[src/rtl/vga_write_arbiter_if.sv]
`default_nettype none
// ============================================================================
// Module      : vga_write_arbiter_if
// Description : Engine-side write bus and VGA-side pixel port of the
//               frame-buffer write arbiter, bundled into one interface.
// Revision    : 1.0 - initial release
// ============================================================================
interface vga_write_arbiter_if #(
    parameter int N        = 3,
    parameter int COLOUR_W = 1
);
    // Engine side (driven by the pixel-writing engines)
    logic [N-1:0]          req;
    logic [N-1:0]          release_burst;
    logic [N-1:0]          wr_en;
    logic [N*10-1:0]       wr_x;
    logic [N*9-1:0]        wr_y;
    logic [N*COLOUR_W-1:0] wr_colour;

    // Arbiter side (grant status and the shared VGA write port)
    logic [N-1:0]          grant;
    logic [9:0]            vga_x;
    logic [8:0]            vga_y;
    logic [COLOUR_W-1:0]   vga_in;
    logic                  vga_wren;
    logic                  busy;
    logic                  timeout_err;

    modport master (
        output req, release_burst, wr_en, wr_x, wr_y, wr_colour,
        input  grant, vga_x, vga_y, vga_in, vga_wren, busy, timeout_err
    );

    modport slave (
        input  req, release_burst, wr_en, wr_x, wr_y, wr_colour,
        output grant, vga_x, vga_y, vga_in, vga_wren, busy, timeout_err
    );
endinterface
`default_nettype wire

[src/rtl/vga_write_arbiter.sv]
`default_nettype none
// ============================================================================
// Module      : vga_write_arbiter
// Description : Round-robin, burst-granular arbiter sharing the single VGA
//               frame-buffer write port between N pixel engines. A granted
//               engine keeps the port until it releases it or drops req; a
//               hold watchdog bounds every grant. One idle turnaround cycle
//               follows each grant.
// Revision    : 1.0 - initial release
// ============================================================================
module vga_write_arbiter #(
    parameter int N        = 3,
    parameter int COLOUR_W = 1,
    parameter int MAX_HOLD = 4096
) (
    input  logic               clk,
    input  logic               program_resetn,
    vga_write_arbiter_if.slave bus
);

    localparam int c_PTR_W  = (N > 1) ? $clog2(N) : 1;
    localparam int c_HOLD_W = (MAX_HOLD > 0) ? $clog2(MAX_HOLD + 1) : 1;

    localparam logic [c_PTR_W:0]    c_N_EXT     = (c_PTR_W + 1)'(N);
    localparam logic [c_PTR_W-1:0]  c_LAST_IDX  = c_PTR_W'(N - 1);
    localparam logic [c_HOLD_W-1:0] c_HOLD_LAST = (MAX_HOLD > 0) ? c_HOLD_W'(MAX_HOLD - 1) : '0;
    localparam logic [c_HOLD_W-1:0] c_HOLD_SAT  = '1;
    localparam logic                c_WD_ON     = (MAX_HOLD != 0);
    localparam logic [N-1:0]        c_ONE       = {{(N-1){1'b0}}, 1'b1};

    localparam logic [1:0] c_ST_IDLE  = 2'd0;
    localparam logic [1:0] c_ST_GRANT = 2'd1;
    localparam logic [1:0] c_ST_GAP   = 2'd2;

    logic [1:0]          r_state;
    logic [c_PTR_W-1:0]  r_rr_ptr;
    logic [c_PTR_W-1:0]  r_owner;
    logic [c_HOLD_W-1:0] r_hold_cnt;
    logic [N-1:0]        r_grant;
    logic                r_busy;
    logic                r_timeout_err;
    logic [9:0]          r_vga_x;
    logic [8:0]          r_vga_y;
    logic [COLOUR_W-1:0] r_vga_in;
    logic                r_vga_wren;

    logic [1:0]          w_state_nxt;
    logic [c_PTR_W-1:0]  w_rr_nxt;
    logic [c_PTR_W-1:0]  w_owner_nxt;
    logic [c_HOLD_W-1:0] w_hold_nxt;
    logic [N-1:0]        w_grant_nxt;
    logic                w_busy_nxt;
    logic                w_timeout_nxt;

    logic                w_found;
    logic [c_PTR_W-1:0]  w_pick;
    logic [c_PTR_W:0]    w_sum;
    logic [c_PTR_W:0]    w_wrap;
    logic [c_PTR_W-1:0]  w_owner_inc;
    logic                w_wd_fire;
    logic                w_end;
    logic                w_owner_wr;

    logic [9:0]          w_x_arr   [N];
    logic [8:0]          w_y_arr   [N];
    logic [COLOUR_W-1:0] w_col_arr [N];

    // Unpack per-engine fields so the owner's pixel can be selected by index
    generate
        for (genvar k = 0; k < N; k++) begin : g_unpack
            assign w_x_arr[k]   = bus.wr_x[10*k +: 10];
            assign w_y_arr[k]   = bus.wr_y[9*k +: 9];
            assign w_col_arr[k] = bus.wr_colour[COLOUR_W*k +: COLOUR_W];
        end
    endgenerate

    assign w_owner_inc = (r_owner == c_LAST_IDX) ? '0 : r_owner + 1'b1;
    assign w_wd_fire   = c_WD_ON && (r_hold_cnt == c_HOLD_LAST);
    assign w_end       = bus.release_burst[r_owner] | ~bus.req[r_owner] | w_wd_fire;
    assign w_owner_wr  = (r_state == c_ST_GRANT) && bus.wr_en[r_owner];

    // Round-robin scan: first requester at or after the pointer, modulo N
    always_comb begin
        w_found = 1'b0;
        w_pick  = '0;
        w_sum   = '0;
        w_wrap  = '0;
        for (int i = 0; i < N; i++) begin
            w_sum  = {1'b0, r_rr_ptr} + (c_PTR_W + 1)'(i);
            w_wrap = (w_sum >= c_N_EXT) ? (w_sum - c_N_EXT) : w_sum;
            if (!w_found && bus.req[w_wrap[c_PTR_W-1:0]]) begin
                w_found = 1'b1;
                w_pick  = w_wrap[c_PTR_W-1:0];
            end
        end
    end

    // Next-state and grant control for IDLE -> GRANT -> GAP -> IDLE
    always_comb begin
        w_state_nxt   = r_state;
        w_rr_nxt      = r_rr_ptr;
        w_owner_nxt   = r_owner;
        w_hold_nxt    = r_hold_cnt;
        w_grant_nxt   = r_grant;
        w_busy_nxt    = r_busy;
        w_timeout_nxt = r_timeout_err;
        case (r_state)
            c_ST_IDLE: begin
                if (w_found) begin
                    w_state_nxt = c_ST_GRANT;
                    w_owner_nxt = w_pick;
                    w_grant_nxt = c_ONE << w_pick;
                    w_busy_nxt  = 1'b1;
                    w_hold_nxt  = '0;
                end
            end
            c_ST_GRANT: begin
                if (w_wd_fire) begin
                    w_timeout_nxt = 1'b1;
                end
                if (w_end) begin
                    w_state_nxt = c_ST_GAP;
                    w_grant_nxt = '0;
                    w_busy_nxt  = 1'b0;
                    w_rr_nxt    = w_owner_inc;
                    w_hold_nxt  = '0;
                end else if (r_hold_cnt != c_HOLD_SAT) begin
                    w_hold_nxt = r_hold_cnt + 1'b1;
                end
            end
            c_ST_GAP: begin
                w_state_nxt = c_ST_IDLE;
            end
            default: begin
                w_state_nxt = c_ST_IDLE;
                w_grant_nxt = '0;
                w_busy_nxt  = 1'b0;
            end
        endcase
    end

    // Arbitration state register
    always_ff @(posedge clk or negedge program_resetn) begin
        if (!program_resetn) begin
            r_state       <= c_ST_IDLE;
            r_rr_ptr      <= '0;
            r_owner       <= '0;
            r_hold_cnt    <= '0;
            r_grant       <= '0;
            r_busy        <= 1'b0;
            r_timeout_err <= 1'b0;
        end else begin
            r_state       <= w_state_nxt;
            r_rr_ptr      <= w_rr_nxt;
            r_owner       <= w_owner_nxt;
            r_hold_cnt    <= w_hold_nxt;
            r_grant       <= w_grant_nxt;
            r_busy        <= w_busy_nxt;
            r_timeout_err <= w_timeout_nxt;
        end
    end

    // VGA write port: forward only the owner's strobed pixel, hold coords otherwise
    always_ff @(posedge clk or negedge program_resetn) begin
        if (!program_resetn) begin
            r_vga_x    <= '0;
            r_vga_y    <= '0;
            r_vga_in   <= '0;
            r_vga_wren <= 1'b0;
        end else begin
            r_vga_wren <= w_owner_wr;
            if (w_owner_wr) begin
                r_vga_x  <= w_x_arr[r_owner];
                r_vga_y  <= w_y_arr[r_owner];
                r_vga_in <= w_col_arr[r_owner];
            end
        end
    end

    assign bus.grant       = r_grant;
    assign bus.busy        = r_busy;
    assign bus.timeout_err = r_timeout_err;
    assign bus.vga_x       = r_vga_x;
    assign bus.vga_y       = r_vga_y;
    assign bus.vga_in      = r_vga_in;
    assign bus.vga_wren    = r_vga_wren;

endmodule
`default_nettype wire
[src/flat_wrapper.sv]
// flat-port wrapper written by rule: the top's interface ports become plain ports
module vga_write_arbiter_flat 
#(
    parameter int N        = 3,
    parameter int COLOUR_W = 1,
    parameter int MAX_HOLD = 4096
)
  (clk, program_resetn, bus_req, bus_release_burst, bus_wr_en, bus_wr_x, bus_wr_y, bus_wr_colour, bus_grant, bus_vga_x, bus_vga_y, bus_vga_in, bus_vga_wren, bus_busy, bus_timeout_err);
  vga_write_arbiter_if #(.N(N), .COLOUR_W(COLOUR_W)) bus_i ();
  input  logic clk;
  input  logic program_resetn;
  input wire logic [$bits(bus_i.req)-1:0] bus_req;
  input wire logic [$bits(bus_i.release_burst)-1:0] bus_release_burst;
  input wire logic [$bits(bus_i.wr_en)-1:0] bus_wr_en;
  input wire logic [$bits(bus_i.wr_x)-1:0] bus_wr_x;
  input wire logic [$bits(bus_i.wr_y)-1:0] bus_wr_y;
  input wire logic [$bits(bus_i.wr_colour)-1:0] bus_wr_colour;
  output wire logic [$bits(bus_i.grant)-1:0] bus_grant;
  output wire logic [$bits(bus_i.vga_x)-1:0] bus_vga_x;
  output wire logic [$bits(bus_i.vga_y)-1:0] bus_vga_y;
  output wire logic [$bits(bus_i.vga_in)-1:0] bus_vga_in;
  output wire logic [$bits(bus_i.vga_wren)-1:0] bus_vga_wren;
  output wire logic [$bits(bus_i.busy)-1:0] bus_busy;
  output wire logic [$bits(bus_i.timeout_err)-1:0] bus_timeout_err;
  assign bus_i.req = bus_req;
  assign bus_i.release_burst = bus_release_burst;
  assign bus_i.wr_en = bus_wr_en;
  assign bus_i.wr_x = bus_wr_x;
  assign bus_i.wr_y = bus_wr_y;
  assign bus_i.wr_colour = bus_wr_colour;
  assign bus_grant = bus_i.grant;
  assign bus_vga_x = bus_i.vga_x;
  assign bus_vga_y = bus_i.vga_y;
  assign bus_vga_in = bus_i.vga_in;
  assign bus_vga_wren = bus_i.vga_wren;
  assign bus_busy = bus_i.busy;
  assign bus_timeout_err = bus_i.timeout_err;
  vga_write_arbiter #(.N(N), .COLOUR_W(COLOUR_W), .MAX_HOLD(MAX_HOLD)) u_core (.clk(clk), .program_resetn(program_resetn), .bus(bus_i));
endmodule
[config.mk]
export PLATFORM = sky130hd
export DESIGN_NAME = vga_write_arbiter_flat
export DESIGN_NICKNAME = d
export VERILOG_FILES = /design/src/rtl/vga_write_arbiter_if.sv /design/src/rtl/vga_write_arbiter.sv /design/src/flat_wrapper.sv
export SDC_FILE = /design/constraint.sdc
export NUM_CORES = 1
export LEC_CHECK = 0
export CAP_MARGIN = 20
export CORE_MARGIN = 8
export CORE_UTILIZATION = 25
export CTS_CLUSTER_DIAMETER = 120
export DETAILED_ROUTE_END_ITERATION = 7
export PLACE_DENSITY = 0.51
export SLEW_MARGIN = 10
export SYNTH_ARGS = -nofsm -noshare
export SYNTH_HDL_FRONTEND = slang
export SYNTH_SLANG_ARGS = --single-unit
[constraint.sdc]
create_clock -name clk -period 2.2 [get_ports clk]
set_clock_uncertainty 0.05 [all_clocks]
set_input_delay 0.33 -clock clk [delete_from_list [all_inputs] [get_ports clk]]
set_output_delay 0.33 -clock clk [all_outputs]
set_load 0.02 [all_outputs]
==> results.tsv, run 1 <==
stage	metric	value	unit
worst_setup_path	Arr. time, crit path	2220	ps
route	drt drc	0	
global_routing	pin count of the biggest net entering global routing	42	
worst_setup_path	R2R depth	7	
logic_synthesis	Net Count, Synth	376	
global_routing	first-pass GRT wire length	13950	um
power	Peak VDD IR	0.3894	mV
global_routing	grt total ovfl	0	
route	1st-pass router iterations	4	
logic_synthesis	largest family of logic cells by synthesized area	compound AO/OA/AOI/OAI gates	
timing	Max Slew Vio Count	0	
power	Final Power	4672	uW
floorplanning	Die X	119.5	um
logic_synthesis	top-area cell type share of the netlist area	0.4206	
worst_setup_path	reg-to-reg startpoint	u_core.r_rr_ptr[0]$_DFFE_PN0P_	
global_routing	initial antenna violation count	0	
route	1st-iter DRT viols	96	
logic_synthesis	Synth Area in XOR/XNOR	0	
worst_setup_path	Largest stage delay, worst path	430	ps
clock_tree	CTS clock-pin slew for the worst setup and hold paths	90	ps
logic_synthesis	register bit count reported by yosys	45	
logic_synthesis	area leader, netlist	dfrtp_1	
logic_synthesis	Synth Flop Type	dfrtp_1	
global_routing	Overall Global Routing Usage	0.1176	
placed_design	hpwl dp	6752	um
route	DR vias	2641	
logic_synthesis	Area contributors post-synth	dfrtp_1 42%, mux2i_1 9.0%, o21ai_0 5.0%	
floorplanning	Initial Utilization	0.2582	
timing	fmax	0.4760	GHz
logic_synthesis	post-synthesis cell area	0.002678	mm2
logic_synthesis	number of distinct library cells after synthesis	47	
worst_setup_path	r2r setup slk	100	ps
floorplanning	I/O pins	97	
clock_tree	# H-tree levels	2	
clock_tree	TritonCTS Sinks	45	
placed_design	Placed Area	0.004021	mm2
cells_and_area	Area Overhead vs Synth	59.21	%
clock_tree	clk buf depth	2	
worst_hold_path	Hold Path Stages	1	
timing	Slew @ Worst Pin	420.6	ps
power	Leak Pwr	0.001865	uW
timing	Final Cycle Share	0.9549	
logic_synthesis	sequential share of the synthesized area	0.4206	
route	Routed wire per std cell	14.96	um
worst_setup_path	CP Launch Type	flip-flop	
worst_setup_path	worst-path cell with the longest stage delay	a311o_4	
route	via/cell ratio	4.683	
worst_setup_path	required time of the critical path	2320	ps
worst_setup_path	CP max FO	8	
timing	fin crit period	2101	ps
cells_and_area	fin area	0.004263	mm2
cells_and_area	final core utilization	0.4111	
clock_tree	TritonCTS clock tree	done	
route	Routed WL	8437	um
global_routing	vias in the first global route	2878	
clock_tree	Worst-Skew Late Latency	290	ps
logic_synthesis	mux cell area share after synthesis	0.1023	
timing	worst setup margin	99.31	ps
logic_synthesis	Synth async-reset ratio	1.000	
floorplanning	Core Box Area	0.01037	mm2
floorplanning	Site Rows	37	
logic_synthesis	Syn Area/Cell	8.925	um2
timing	Setup Viol. Count Final	0	
floorplanning	die height	119.5	um
worst_setup_path	Crit. End Element	flip-flop	
power	pwr dens	1096	mW/mm2
logic_synthesis	Post-synth EDFFs	0	
logic_synthesis	post-synthesis compound-gate area fraction	0.2079	
worst_setup_path	critical path's top delay family	compound AO/OA/AOI/OAI gates	
placed_design	port bufs	96	
clock_tree	cell chosen for the clock root	clkbuf_8	
timing	final hold viol count	0	
logic_synthesis	Cells after Synth	300	
logic_synthesis	Synthesis Warnings	0	
placed_design	RD Place Congestion	0.8000	
worst_hold_path	Worst Hold Class	reg -> reg	
worst_setup_path	Crit Path Class	reg -> reg	
cells_and_area	share of layout cells above drive strength 1	0.1612	
worst_setup_path	FF-to-FF End	u_core.r_hold_cnt[5]$_DFFE_PN0P_	
floorplanning	Die ar.	0.01428	mm2
timing	Slew headroom	0.7196	
worst_hold_path	Min-Delay Startpoint	u_core.bus.timeout_err$_DFFE_PN0P_	
clock_tree	TritonCTS Buffers	5	
worst_setup_path	cell-by-cell listing of the critical path	inv_1 > ha_2 > mux2i_1 > o21ai_2 > a211oi_4 > a311o_4 > a221o_1	
worst_setup_path	CP bufs+invs	1	
outcome	status	finished clean	
route	ANT nets after route	0	
logic_synthesis	fraction of the mapped netlist area in adder cells	0.02336	
worst_hold_path	Hold Path End	u_core.bus.timeout_err$_DFFE_PN0P_	
logic_synthesis	post-synthesis simple-gate area fraction	0.1991	
cells_and_area	n_diodes	0	
cells_and_area	nets@finish	503	
placed_design	pre-CTS setup slack	-210.5	ps
flow_run	max-cap viol count	0	
[final cells by class]
class / instances / area (um2)
timing repair buffer: 137 / 1279
clock inverter: 3 / 65.06
multi-input combinational: 227 / 1513
tap: 136 / 170.2
clock buffer: 5 / 68.82
inverter: 11 / 41.29
fill: 1062 / 6107
sequential: 45 / 1126
[report_power, final]
part / switching, uW / leakage, uW / internal [uW]
sequential: 151 / 0.000589 / 1090
combinational: 1400 / 0.00121 / 1300
clock: 281 / 0.0000681 / 451
[per-layer routing]
metal | vias to the layer above | global-route usage | wire [um]
met5 | - | 0 | 0
met4 | 0 | 0.02654 | 64
met3 | 4 | 0.04079 | 552
met2 | 63 | 0.2078 | 4187
met1 | 1241 | 0.1335 | 3633
li1 | 1333 | - | -
[Yosys cell counts, drive strengths merged, types with 4 or more instances]
cell and count:
a211o 4, clkbuf 11, inv 11, nand3 11, nor3 8, a31oi 4, o21ai 28, mux2i 24
buf 6, dfrtp 45, and3 6, nor2b 6, a21oi 22, nand2 30, ha 5, nor2 28
nand2b 4, a21o 6
[logic make-up after synthesis]
| kind of cell | after synthesis |
|---|---|
| adders and majority gates | 5 |
| AOI/OAI and AO/OA | 86 |
| muxes | 27 |
| buffers and inverters | 28 |
| DFF | 45 |
| and+or+nand+nor | 109 |
[worst max path at each step]
stage                                       end  slack (ps)  cells past startpoint                             start
2_1_floorplan  u_core.r_hold_cnt[5]$_DFFE_PN0P_          70                      7    u_core.r_rr_ptr[0]$_DFFE_PN0P_
3_3_place_gp   u_core.r_hold_cnt[5]$_DFFE_PN0P_        -140                      6                        bus_req[0]
3_5_place_dp   u_core.r_hold_cnt[5]$_DFFE_PN0P_        -210                      6                        bus_req[0]
4_1_cts        u_core.r_hold_cnt[4]$_DFFE_PN0P_           8                      6  u_core.r_hold_cnt[1]$_DFFE_PN0P_
5_1_grt        u_core.r_hold_cnt[5]$_DFFE_PN0P_          -7                      7    u_core.r_rr_ptr[0]$_DFFE_PN0P_
6_report       u_core.r_hold_cnt[5]$_DFFE_PN0P_         100                      7    u_core.r_rr_ptr[0]$_DFFE_PN0P_
[stage by stage]
stage	hold WS, ps	cells	setup TNS [ps]
global route	463.7	564	-7.051
global placement	249.4	553	-1471
detailed placement	244.0	553	-2277
CTS	425.7	562	0
finish	427.5	564	0
floorplan	-15.59	300	0
[placed cells by master, fill, tap and decap left out, types with 7 or more instances in the layout]
| cell type | count |
|---|---|
| inv_1 | 11 |
| nor3_1 | 7 |
| clkdlybuf4s50_1 | 95 |
| buf_4 | 39 |
| o21ai_0 | 25 |
| mux2i_1 | 24 |
| a21oi_1 | 22 |
| nor2_1 | 28 |
| dfrtp_1 | 45 |
| nand3_1 | 10 |
| nand2_1 | 30 |
[registers in the layout (all words and copies together), names as in the netlist]
signal / count
u_core.r_hold_cnt: 13
u_core.bus.vga_x: 10
u_core.bus.vga_y: 9
u_core.bus.grant: 3
u_core.r_owner: 2
u_core.r_rr_ptr: 2
u_core.r_state: 2
u_core.bus.busy: 1
u_core.bus.timeout_err: 1
u_core.bus.vga_in: 1
u_core.bus.vga_wren: 1
[repair_timing]
item | CTS | global route
buffers inserted | 0 | 2
setup endpoints to repair | 12 | 19
endpoints found under the hold margin | 16 | 0
gates cloned | 0 | 0
resized for setup | 4 | 13
hold buffers | 1 | 0
pin swaps | 0 | 2
Power figures use the tool's default switching activity.
==> inputs of run 2 (changes only) <==
ABC_CLOCK_PERIOD_IN_PS = 2200   (was not set)
==> results of run 2 <==
No change in the layout: final DEF, timing and power equal those of run 1.
==> inputs of run 3 (changes only) <==
--- a/config.mk
+++ b/config.mk
@@ -6,5 +6,5 @@
 export NUM_CORES = 1
 export LEC_CHECK = 0
-export ABC_CLOCK_PERIOD_IN_PS = 2200
+export ABC_CLOCK_PERIOD_IN_PS = 2560
 export CAP_MARGIN = 20
 export CORE_MARGIN = 8
@@ -12,5 +12,5 @@
 export CTS_CLUSTER_DIAMETER = 120
 export DETAILED_ROUTE_END_ITERATION = 7
-export PLACE_DENSITY = 0.51
+export PLACE_DENSITY = 0.49
 export SLEW_MARGIN = 10
 export SYNTH_ARGS = -nofsm -noshare
==> constraint.sdc (replaced) <==
create_clock -name clk -period 2.56 [get_ports clk]
set_clock_uncertainty 0.05 [all_clocks]
set_input_delay 0.384 -clock clk [delete_from_list [all_inputs] [get_ports clk]]
set_output_delay 0.384 -clock clk [all_outputs]
set_load 0.05 [all_outputs]
==> run 3 against run 2 <==
The flow now finishes with violations (hold timing). Sequential cell count unchanged. Highest routed layer unchanged. Critical path depth unchanged. Largest cell class unchanged. Power decreased by 16%. Clock power decreased by 33%. First-iteration DRC count increased by 23%. Core utilization decreased by 3.1 points. Cell area decreased by 7.5%. Worst hold slack got worse by 440 ps. Sequential power decreased by 12%. Via count decreased by 3.1%. Count of clock-buffer cells in the layout increased by 1. Critical path type unchanged.
==> results.tsv, run 3 (synthesis gave the netlist of run 1 again) <==
stage	metric	value	unit	change
outcome	status	complete, but fails checks		was finished clean
outcome	failing checks	hold timing		
route	1st-iter DRT viols	118		was 96
route	drt drc	0		unchanged
global_routing	Overall Global Routing Usage	0.1161		was 0.1176
cells_and_area	nets@finish	478		was 503
worst_setup_path	Crit. End Element	flip-flop		unchanged
timing	final hold viol count	18		was 0
timing	Setup Viol. Count Final	0		unchanged
global_routing	GR peak layer	met2		unchanged
global_routing	first-pass GRT wire length	13720	um	was 13,950 um
global_routing	met2 usage	0.1973		was 0.2078
worst_setup_path	r2r setup slk	190	ps	was 100 ps
power	Cell Int Power	2064	uW	was 2839 uW
floorplanning	Site Rows	37		unchanged
floorplanning	die height	119.5	um	unchanged
placed_design	pre-CTS setup slack	-29.34	ps	was -210.5 ps
timing	Final Cycle Share	0.9244		was 0.9549
placed_design	hpwl dp	6520	um	was 6752 um
floorplanning	Core Box Area	0.01037	mm2	unchanged
power	share of total power in combinational logic	0.599		was 0.579
cells_and_area	final core utilization	0.3803		was 0.4111
timing	Slew headroom	0.5934		was 0.7196
floorplanning	Die ar.	0.01428	mm2	unchanged
worst_setup_path	reg-to-reg startpoint	u_core.r_rr_ptr[0]$_DFFE_PN0P_		unchanged
worst_setup_path	Arr. time, crit path	2500	ps	was 2220 ps
timing	RSZ-0062 raised after global routing	no		
worst_setup_path	Crit Path Class	reg -> reg		unchanged
global_routing	initial antenna violation count	0		unchanged
cells_and_area	commonest non-fill, non-tap cell in the layout	clkdlybuf4s50_1		unchanged
floorplanning	Initial Utilization	0.2582		unchanged
worst_setup_path	CP max FO	8		unchanged
power	Sw Pwr	1881	uW	was 1833 uW
clock_tree	clk buf depth	2		unchanged
route	ANT nets after route	0		unchanged
cells_and_area	Area Overhead vs Synth	47.29	%	was 59.21%
clock_tree	TritonCTS Sinks	45		unchanged
global_routing	met3 usage	0.03985		was 0.04079
floorplanning	Die X	119.5	um	unchanged
route	via/cell ratio	4.750		was 4.683
clock_tree	setup bufs post-CTS	0		unchanged
route	1st-pass router iterations	4		unchanged
timing	fin crit period	2366	ps	was 2101 ps
clock_tree	Worst-Skew Late Latency	300	ps	was 290 ps
cells_and_area	largest register by flop count	u_core.r_hold_cnt		unchanged
global_routing	pin count of the biggest net entering global routing	42		unchanged
clock_tree	cell chosen for the clock root	clkbuf_8		unchanged
power	pwr dens	1000	mW/mm2	was 1096 mW/mm2
power	switching part of the total power	0.4768		was 0.3923
worst_setup_path	R2R depth	7		unchanged
route	Routed WL	8325	um	was 8437 um
worst_setup_path	FF-to-FF End	u_core.r_hold_cnt[5]$_DFFE_PN0P_		unchanged
global_routing	GR Util met1	0.1390		was 0.1335
cells_and_area	n_diodes	0		unchanged
cells_and_area	max reg flops	13		unchanged
clock_tree	TritonCTS clock tree	done		unchanged
route	DR vias	2560		was 2,641
clock_tree	CTS resizes	0		was 4
cells_and_area	share of layout cells above drive strength 1	0.08189		was 0.1612
timing	Fin Hold WS	-15.04	ps	was 427.5 ps
route	Routed wire per std cell	15.45	um	was 14.96 um
cells_and_area	Fill cells	1093		was 1,062
clock_tree	CTS clock-pin slew for the worst setup and hold paths	100	ps	was 90 ps
worst_setup_path	CP Launch Type	flip-flop		unchanged
timing	Max Slew Vio Count	0		unchanged
placed_design	RD Place Congestion	0.8297		was 0.8000
clock_tree	# H-tree levels	2		unchanged
clock_tree	TritonCTS Buffers	5		unchanged
timing	Slew @ Worst Pin	605.8	ps	was 420.6 ps
power	Peak VDD IR	0.4945	mV	was 0.3894 mV
timing	worst setup margin	193.5	ps	was 99.31 ps
cells_and_area	commonest non-fill, non-tap cells in the layout	95 x clkdlybuf4s50_1, 45 x dfrtp_1, 30 x nand2_1		was 95 x clkdlybuf4s50_1, 45 x dfrtp_1, 39 x buf_4
power	Seq pwr share	0.277		was 0.265
global_routing	grt total ovfl	0		unchanged
power	Clk network pwr share	0.124		was 0.157
clock_tree	hold_buf cts	0		was 1
power	Leak Pwr	0.001716	uW	was 0.001865 uW
placed_design	port bufs	96		unchanged
timing	fmax	0.4226	GHz	was 0.4760 GHz
worst_setup_path	required time of the critical path	2700	ps	was 2320 ps
global_routing	vias in the first global route	2684		was 2,878
worst_hold_path	Worst Hold Class	in -> async		was reg -> reg
flow_run	max-cap viol count	0		unchanged
floorplanning	I/O pins	97		unchanged
==> run 3: cell count changes in the layout (fill, tap and decap cells not counted), moves of 2 or more <==
cell	previous run	this run
buf_4	39	16
bufinv_16	2	0
ha_1	2	5
ha_2	3	0
o21ai_2	3	1
==> run 3: cell type report <==
| type | count | area (um2) | share of cell area |
|---|---|---|---|
| Multi-Input combinational cell | 227 | 1430 | 0.3626 |
| Clock buffer | 6 | 82.58 | 0.02094 |
| Sequential cell | 45 | 1126 | 0.2855 |
| Inverter | 11 | 41.29 | 0.01047 |
| Timing Repair Buffer | 112 | 1076 | 0.2728 |
| Tap cell | 136 | 170.2 | 0.04315 |
| Clock inverter | 2 | 17.52 | 0.004442 |
==> run 3: per-stage QoR <==
stage | cells | power [uW] | setup TNS (ps) | cell area (um2)
final | 539 | 3945 | 0 | 3944
after global routing | 539 | 4252 | 0 | 3944
after CTS | 539 | 3998 | 0 | 3944
after detailed placement | 531 | 3500 | -81.05 | 3844
after global placement | 531 | 3495 | 0 | 3844
after floorplan | 300 | 2646 | 0 | 2678
==> run 3: how the worst max path moves through the flow <==
stage / startpoint / to / slack, ps / depth (start not counted)
finish: u_core.r_rr_ptr[0]$_DFFE_PN0P_ / u_core.r_hold_cnt[5]$_DFFE_PN0P_ / 190 / 7
global route: u_core.r_rr_ptr[0]$_DFFE_PN0P_ / u_core.r_hold_cnt[8]$_DFFE_PN0P_ / 3 / 7
CTS: u_core.r_rr_ptr[0]$_DFFE_PN0P_ / u_core.r_hold_cnt[5]$_DFFE_PN0P_ / 170 / 7
detailed placement: bus_req[1] / u_core.r_hold_cnt[5]$_DFFE_PN0P_ / -30 / 6
global placement: bus_req[1] / u_core.r_hold_cnt[1]$_DFFE_PN0P_ / 20 / 6
floorplan: u_core.r_rr_ptr[0]$_DFFE_PN0P_ / u_core.r_hold_cnt[5]$_DFFE_PN0P_ / 430 / 7
==> run 3: worst max-delay path: stages, from the launching register on <==
cell,delay (ps)
dfrtp_1,430
inv_1,90
ha_1,280
a21boi_0,270
or3_1,200
a211oi_1,130
a311o_4,450
a221o_1,360
==> run 3: routing by layer <==
metal  vias to the layer above  wire length [um]
met4                         0                73
met3                         4               650
met2                        82              3995
met1                      1192              3606
met5                         -                 0
li1                       1282                 -
==> run 3: power by group through the flow <==
stage / clock network [uW] / registers [uW] / logic, uW
floorplan: 0 / 1640 / 1010
global placement: 0 / 1100 / 2390
detailed placement: 0 / 1110 / 2390
CTS: 503 / 1100 / 2400
global route: 526 / 1130 / 2600
finish: 489 / 1090 / 2360
==> RTL edit, RTL diff (config.mk and constraints of run 2) <==
Make the reset (`program_resetn`) synchronous in 2 clocked blocks.
--- a/src/rtl/vga_write_arbiter.sv
+++ b/src/rtl/vga_write_arbiter.sv
@@ -140,7 +140,7 @@
     end
 
     // Arbitration state register
-    always_ff @(posedge clk or negedge program_resetn) begin
+    always_ff @(posedge clk) begin
         if (!program_resetn) begin
             r_state       <= c_ST_IDLE;
             r_rr_ptr      <= '0;
@@ -161,7 +161,7 @@
     end
 
     // VGA write port: forward only the owner's strobed pixel, hold coords otherwise
-    always_ff @(posedge clk or negedge program_resetn) begin
+    always_ff @(posedge clk) begin
         if (!program_resetn) begin
             r_vga_x    <= '0;
             r_vga_y    <= '0;
Function: differs if program_resetn is asserted again (counterexample within 4 cycles, from zero or initial values and one cycle with program_resetn low); with program_resetn held inactive, the same outputs for 10 cycles.
==> RTL edit against run 2 <==
  * Setup slack improved by 0.061 ns
  * Area after synthesis shrank 2.2%
  * Sequential cell count stayed put
  * Hold slack got worse by 0.030 ns
  * Final area down 6.6%
  * First-iteration DRC count fell by 8.3%
  * Count of clock-buffer cells in the layout up 1
  * Wire length fell by 3.3%
  * Via count increased by 0.27%
  * Critical path type unchanged
  * Highest routed layer unchanged
Power is not compared: it rests on default switching activity, and its combinational part moved more than twofold at a synthesized area within 25%.
==> RTL edit: results (changes against run 2) <==
* Status: finished, final reports clean (unchanged)
* Placed cell area at 3880 um2 (was 4020 um2)
* Synth Area in Compound Gates at 22.3% (was 20.8%)
* Xor/xnor share of the synthesized area at 0.334% (was 0%)
* Initial DRC Count at 88 (was 96)
* Layout clock area frac at 2.42% (was 3.14%)
* Synth Flop Type: dfxtp_1 (was dfrtp_1)
* R2R Setup Slk at 0.16 ns (was 0.1 ns)
* Global-route wire length before repair at 13600 um (was 14000 um)
* Number of non-clock buffers at 119 (was 137)
* Worst slew pin tran at 0.490 ns (was 0.421 ns)
* Met3 Use GR at 4.38% (was 4.08%)
* CP arrival at 2.24 ns (was 2.22 ns)
* CTS resizes at 0 (was 4)
* Critical Path Max Stage Delay at 0.46 ns (was 0.43 ns)
* Adder-Cell Fraction of Synth Area at 2.39% (was 2.34%)
* Met3 WL at 574 um (was 552 um)
* Met2 Routed Length at 3870 um (was 4190 um)
* Layout area overhead at 52.0% (was 59.2%)
* Met2 GRT Util at 20.1% (was 20.8%)
* Leading post-synthesis cells by cell area: dfxtp_1, mux2i_1, nor2_1 (was dfrtp_1, mux2i_1, o21ai_0)
* Final HPWL DP at 6270 um (was 6750 um)
* Total GRT Usage at 11.7% (was 11.8%)
* Sequential share of cell area at 22.7% (was 26.4%)
* Total Power at 0.00287 W
* Max FO, Critical Path at 4 (was 8)
* Hold path depth at 2 (was 1)
* Multi-input combinational area share at 40.7% (was 35.5%)
* Vias per inst at 4.72 (was 4.68)
* Fillers at 1058 (was 1062)
* Post-synth top cells: nor2_1, dfxtp_1, a21oi_1 (was dfrtp_1, nand2_1, nor2_1)
* Syn Area/Cell at 8.31 um2 (was 8.93 um2)
* Library cells used by synthesis at 54 (was 47)
* Sequential area share after synthesis at 34.4% (was 42.1%)
* Worst path slowest cell: or3b_2 (was a311o_4)
* Non-clock buffering overhead at 29.2% (was 30.0%)
* Worst-skew pair later-pin latency at 0.31 ns (was 0.29 ns)
* Pin count of the biggest net entering global routing at 31 (was 42)
* CP Capture Point: u_core.r_owner[1] (was u_core.r_hold_cnt[5])
* Nets@finish at 500 (was 503)
* Crit path from: u_core.r_rr_ptr[0] (unchanged)
* Endpoint with the worst hold slack: u_core.bus.busy (was u_core.bus.timeout_err)
* Proportion of synthesized area in mux cells at 9.56% (was 10.2%)
* Gp weighted congestion at 0.776 (was 0.800)
* Wire per inst at 14.5 um (was 15.0 um)
* Inverters at 8 (was 11)
* Post-synth ARST share at 0% (was 100%)
* Multi-input gate count at 245 (was 227)
## RTL edit: cell count changes after synthesis, moves of 4 or more
| cell | before | now |
|---|---|---|
| a21o_1 | 6 | 1 |
| o211ai_1 | 2 | 8 |
| a31oi_1 | 4 | 0 |
| nor2_1 | 28 | 50 |
| a21oi_1 | 22 | 26 |
| dfxtp_1 | 0 | 45 |
| dfrtp_1 | 45 | 0 |
| o21ai_0 | 27 | 3 |
| nor3_1 | 8 | 4 |
| a211oi_1 | 1 | 20 |
| nand2_1 | 30 | 25 |
## RTL edit: per-stage QoR
step                      hold WS (ns)  std cells  worst slack, ns  setup TNS, ns
after floorplan                  0.408        315            0.219              0
after global placement           0.384        553          -0.0334        -0.0363
after detailed placement         0.387        553          -0.0872         -0.136
after CTS                        0.402        561            0.104              0
after global routing             0.424        561           0.0232              0
final                            0.398        561            0.160              0
